File: config.mk
export PLATFORM = sky130hd
export DESIGN_NAME = zbt_pix_reader
export DESIGN_NICKNAME = d
export VERILOG_FILES = /design/src/rtl/zbt_pix_reader.sv
export SDC_FILE = /design/constraint.sdc
export NUM_CORES = 1
export LEC_CHECK = 0
export CAP_MARGIN = 20
export CORE_UTILIZATION = 50
export DETAILED_ROUTE_END_ITERATION = 7
export PLACE_DENSITY = 0.81
export REMOVE_ABC_BUFFERS = 1
export SYNTH_ARGS = -nofsm -noshare
export SYNTH_HDL_FRONTEND = slang
export SYNTH_SLANG_ARGS = --single-unit
export TNS_END_PERCENT = 30
File: constraint.sdc
create_clock -name clk -period 11.3 [get_ports clk]
set_input_delay 2.26 -clock clk [delete_from_list [all_inputs] [get_ports clk]]
set_output_delay 2.26 -clock clk [all_outputs]
set_load 0.01 [all_outputs]
File: src/rtl/zbt_pix_reader.sv
// zbt_pix_reader
//   Display-side reader for ZBT bank 1. Each line is prefetched during
//   horizontal blanking into a small credit-managed word FIFO. The FIFO is
//   then drained one 18-bit pixel per clock, aligned to hcount/vcount.
//
// Ports
//   clk           pixel clock
//   reset         synchronous, active-high
//   hcount        horizontal counter (display pipeline timing)
//   vcount        vertical counter
//   read_data     ZBT read word {pixel even [35:18], pixel odd [17:0]}
//   read_addr     ZBT read address {line[9:0], col[8:0]} (registered)
//   pixel         RGB 6/6/6 for the previous cycle's hcount/vcount
//   pixel_active  pixel belongs to an active-region position
//   underrun      sticky: an active pixel found the FIFO empty
//   sync_err      sticky: words resident or in flight at a prefetch event
module zbt_pix_reader #(
    parameter int unsigned H_ACTIVE   = 640,
    parameter int unsigned V_ACTIVE   = 480,
    parameter int unsigned H_TOTAL    = 800,
    parameter int unsigned V_TOTAL    = 525,
    parameter int unsigned H_PREFETCH = 700,
    parameter int unsigned ZBT_LAT    = 2,
    parameter int unsigned DEPTH      = 8
) (
    input  logic        clk,
    input  logic        reset,
    input  logic [10:0] hcount,
    input  logic [9:0]  vcount,
    input  logic [35:0] read_data,
    output logic [18:0] read_addr,
    output logic [17:0] pixel,
    output logic        pixel_active,
    output logic        underrun,
    output logic        sync_err
);

    localparam int unsigned WORDS = H_ACTIVE / 2;
    localparam int unsigned AW    = $clog2(DEPTH);
    localparam int unsigned CW    = AW + 1;
    localparam int unsigned PL    = ZBT_LAT + 1;

    typedef enum logic [1:0] {IDLE, FETCH, DONE} state_t;

    state_t        state, state_next;
    logic [9:0]    line, next_line, issue_line;
    logic [8:0]    col, issue_col;
    logic [PL-1:0] vpipe;
    logic [35:0]   mem [DEPTH];
    logic [AW-1:0] wr_ptr, rd_ptr;
    logic [CW-1:0] count, inflight;
    logic          prefetch, next_active, flush, credit_ok;
    logic          issue, push, pop, active, empty;

    always_comb begin
        inflight = '0;
        for (int unsigned i = 0; i < PL; i++)
            inflight = inflight + CW'(vpipe[i]);
    end

    assign prefetch    = (hcount == 11'(H_PREFETCH));
    assign next_line   = (vcount == 10'(V_TOTAL - 1)) ? '0 : vcount + 10'd1;
    assign next_active = (next_line < 10'(V_ACTIVE));
    assign flush       = prefetch && ((count != '0) || (inflight != '0));
    assign credit_ok   = ({1'b0, count} + {1'b0, inflight}) < (CW + 1)'(DEPTH);
    assign active      = (hcount < 11'(H_ACTIVE)) && (vcount < 10'(V_ACTIVE));
    assign empty       = (count == '0);
    assign push        = vpipe[PL-1] && !flush;
    assign pop         = active && hcount[0] && !empty;

    // The prefetch event always issues col 0 of the new line in the same
    // cycle: any residue is flushed by that event, so a full credit pool is
    // guaranteed for that first read.
    always_comb begin
        state_next = state;
        issue      = 1'b0;
        issue_line = line;
        issue_col  = col;
        if (prefetch) begin
            if (next_active) begin
                state_next = FETCH;
                issue      = 1'b1;
                issue_line = next_line;
                issue_col  = '0;
            end else begin
                state_next = IDLE;
            end
        end else if (state == FETCH && credit_ok) begin
            issue = 1'b1;
        end
        if (issue && issue_col == 9'(WORDS - 1))
            state_next = DONE;
    end

    always_ff @(posedge clk) begin
        if (reset) state <= IDLE;
        else       state <= state_next;
    end

    always_ff @(posedge clk) begin
        if (push) mem[wr_ptr] <= read_data;
    end

    always_ff @(posedge clk) begin
        if (reset) begin
            line         <= '0;
            col          <= '0;
            read_addr    <= '0;
            vpipe        <= '0;
            wr_ptr       <= '0;
            rd_ptr       <= '0;
            count        <= '0;
            pixel        <= '0;
            pixel_active <= 1'b0;
            underrun     <= 1'b0;
            sync_err     <= 1'b0;
        end else begin
            if (issue) begin
                read_addr <= {issue_line, issue_col};
                line      <= issue_line;
                col       <= issue_col + 9'd1;
            end

            // A flush drops every in-flight return but keeps this cycle's issue.
            if (flush) vpipe <= PL'(issue);
            else       vpipe <= (vpipe << 1) | PL'(issue);

            if (flush) begin
                wr_ptr   <= '0;
                rd_ptr   <= '0;
                count    <= '0;
                sync_err <= 1'b1;
            end else begin
                if (push) wr_ptr <= wr_ptr + AW'(1);
                if (pop)  rd_ptr <= rd_ptr + AW'(1);
                count <= count + CW'(push) - CW'(pop);
            end

            pixel_active <= active;
            pixel        <= '0;
            if (active) begin
                if (empty)
                    underrun <= 1'b1;
                else
                    pixel <= hcount[0] ? mem[rd_ptr][17:0] : mem[rd_ptr][35:18];
            end
        end
    end

endmodule

==> out/metrics.csv <==
stage;metric;value;unit
outcome;status;finished, final reports clean;
cts;postCtsSetupRepairBufs;0;
timing;fin_setup_tns;0;ns
routing;first_iter_violations;638;
pwr;power_density;165;nW/um^2
floorplanning;die_y;168;um
worst_setup_path;cp_slowest_stage_delay;0.50;ns
cells_and_area;register_area;10000;um^2
cells_and_area;final_cells;1237;
floorplanning;ios;99;
cells_and_area;synthToLayoutAreaGrowth;18.8;%
synthesis;yosysWarnings;0;
synthesis;yosysUniqueCellTypes;55;
cts;cts_buffers;36;
worst_setup_path;crit_path_max_fanout;7;
min_path;holdPathStages;2;
flow_run;drv_cap;0;
timing;final.min_clock_period;5.05;ns
routing;post_drt_via_cell_ratio;5.85;
floorplanning;core_area;27000;um^2
timing;skew;0.0258;ns
worst_setup_path;cp_data_required_time;11.73;ns
pwr;p_leak;5.12;nW
routing;wirelength;26.5;mm
cts;cts_tree;yes;
cts;cts_max_level;2;
min_path;whs_endpoint;underrun;
synthesis;synth_top_area_share;62.7;%
pwr;ir_worst_vdd;101;uV
timing;fin_crit_sh;44.7;%
timing;hold_viol;0;
cts;ctsHoldBuffers;0;
routing;drtAntennaViolNets;0;
worst_setup_path;crit_path_top_delay_cell;clkdlybuf4s50_1;
place;dp_cells;1171;
cells_and_area;layout-drive-gt1-share;17.4;%
worst_setup_path;arrival;5.48;ns
worst_setup_path;critPathBufInv;3;
cts;insertion_delay;0.52;ns
floorplanning;die_w;168;um
synthesis;synthArstFlopShare;0;%
timing;fmax;198;MHz
place;portBuffers;98;
routing;drc;0;
synthesis;syn_avg_cell_area;18.2;um^2
cts;cts-root-buf;clkbuf_16;
synthesis;ys.flop_type;edfxtp_1;
synthesis;netlist_area;13800;um^2
global_route;grt_max_degree;73;
place;hpwl;14.4;mm
timing;finalSetupViolCount;0;
worst_setup_path;worstReg2RegStart;count[2];
global_route;grt_pass1_vias;7526;
timing;relSlewSlack;31.9;%
cells_and_area;antennaDiodeCount;0;
cells_and_area;nNetsFinal;942;
timing;rsz0062_at_grt;false;
worst_setup_path;rrSetupSlack;8.17;ns
cells_and_area;n_fill_cell;1882;
synthesis;synth_seq_area_share;72.4;%
worst_setup_path;crit_family;compound AO/OA/AOI/OAI gates;
cts;clockBufferDepth;3;
synthesis;ys_ff_latch;355;
timing;drv_slew;0;
global_route;grt_usage;19.4;%
min_path;hold_class;reg2reg;
floorplanning;rows;60;
cts;path_clk_slew;0.06;ns
worst_setup_path;crit_type;in2reg;
synthesis;synthCells;756;
synthesis;synth.top_cells.by_area;edfxtp_1, mux4_2, dfxtp_1, mux2i_1, a211oi_1;
global_route;antenna_found_initial;2;
cts;cts_sinks;355;
worst_setup_path;cp_cell_sequence;clkdlybuf4s50_1, inv_1, ha_1, or4b_4, o41a_1, a211oi_2, nand2_1, and2_1, ha_1, inv_1, nor2_1, nand3_1, o21ai_0, a211oi_1;
min_path;hold_path_startpoint;underrun;
routing;first_pass_iters;5;
worst_setup_path;endpoint_kind;flop;
place;gp_congestion;0.816;
worst_setup_path;worstSetupStartpointType;input pin;
cells_and_area;multi_input_area;3630;um^2
worst_setup_path;r2r_cells;12;
synthesis;yosysMostFrequentCell;edfxtp_1;
global_route;grt_pass1_wl;41.4;mm
global_route;grt-ovfl-total;0;
synthesis;synth_top_cell_by_area;edfxtp_1;
timing;worst_pin_slew;1.01;ns
floorplanning;start_util;51.0;%
synthesis;synth_edf_count;288;
synthesis;synthTopCellsByCount;edfxtp_1, mux4_2, dfxtp_1;
worst_setup_path;reg2reg_to;count[2];
routing;via_count;7235;
cts;post_cts_resized;0;
routing;wl_per_cell;21.5;um
floorplanning;die-area;28200;um^2
## worst reg2reg max path, delay by kind of cell (launching register included)
family          cells  cell delay (ns)
compound gates      1             0.30
simple gates        3             0.98
flops               1             0.34
fa+ha+maj           4             1.03
buf+inv             3             0.21
xor+xnor            1             0.14
## metal layers
metal / vias up / share of wire, % / track usage [%]
met5: - / 0.11 / 0
met2: 214 / 50 / 32.7
met4: 4 / 2.1 / 6.28
li1: 3267 / - / -
met3: 51 / 5.9 / 4.49
met1: 3699 / 42 / 25.1
## state kept, by name (all words and copies together), names as in the netlist, named ones only
| name | flops |
|---|---|
| read_addr | 19 |
| count | 4 |
| wr_ptr | 3 |
| underrun | 1 |
| mem | 288 |
| vpipe | 3 |
| pixel | 18 |
| state | 2 |
| rd_ptr | 3 |
| pixel_active | 1 |
| col | 9 |
| sync_err | 1 |
## power breakdown
group	total, mW	internal, mW	switching [mW]
Sequential	1.42	1.42	0.00758
Combinational	0.110	0.0552	0.0548
Clock	1.16	0.691	0.471
Total	2.70	2.16	0.533
## area by class of cell
| cell class | instances | area share [%] |
|---|---|---|
| sequential | 355 | 61.0 |
| timing repair buffer | 114 | 6.81 |
| tap | 341 | 2.60 |
| multi-input combinational | 349 | 22.2 |
| clock inverter | 17 | 1.02 |
| clock buffer | 48 | 6.09 |
| inverter | 13 | 0.298 |
## how the worst max path moves through the flow
stage / depth (start not counted) / endpoint / from / slack [ns]
6_report: 14 / col[8] / vcount[0] / 6.25
5_1_grt: 14 / col[8] / vcount[0] / 5.96
4_1_cts: 14 / col[8] / vcount[0] / 6.30
3_5_place_dp: 14 / col[8] / vcount[0] / 5.73
3_3_place_gp: 13 / col[4] / vcount[0] / 5.86
2_1_floorplan: 4 / mem[1][0] / hcount[7] / 4.10
## cells by family after synthesis
group | after synthesis | synth area share [%]
mux | 102 | 13.9
xor+xnor | 20 | 1.27
simple gates | 133 | 5.34
compound gates | 80 | 4.07
flops | 355 | 72.4
fa+ha+maj | 14 | 1.38
buf+inv | 52 | 1.55
## per-stage QoR
step | setup slack, ns | instance area (um^2) | hold slack [ns] | util, % | total power [mW]
2_1_floorplan | 4.10 | 13600 | 0.466 | - | 1.51
3_3_place_gp | 5.86 | 15200 | 0.450 | 56.2 | 1.56
3_5_place_dp | 5.73 | 15200 | 0.460 | 56.2 | 1.56
4_1_cts | 6.30 | 16400 | 0.474 | 60.5 | 2.72
5_1_grt | 5.96 | 16400 | 0.495 | 60.6 | 2.77
6_report | 6.25 | 16400 | 0.470 | 60.6 | 2.70
## layout by cell type, fill, tap and decap left out, types with 13 or more instances in the layout
| cell type | instances |
|---|---|
| buf_4 | 15 |
| clkbuf_16 | 37 |
| inv_1 | 13 |
| nor2_1 | 26 |
| mux2i_1 | 30 |
| nand3_1 | 18 |
| clkdlybuf4s50_1 | 97 |
| a21oi_1 | 13 |
| edfxtp_1 | 288 |
| dfxtp_1 | 64 |
| mux4_2 | 72 |
| nor3_1 | 16 |
| nor2b_1 | 18 |
| a211oi_1 | 37 |
Note: power is estimated with default switching activity, not from simulation.
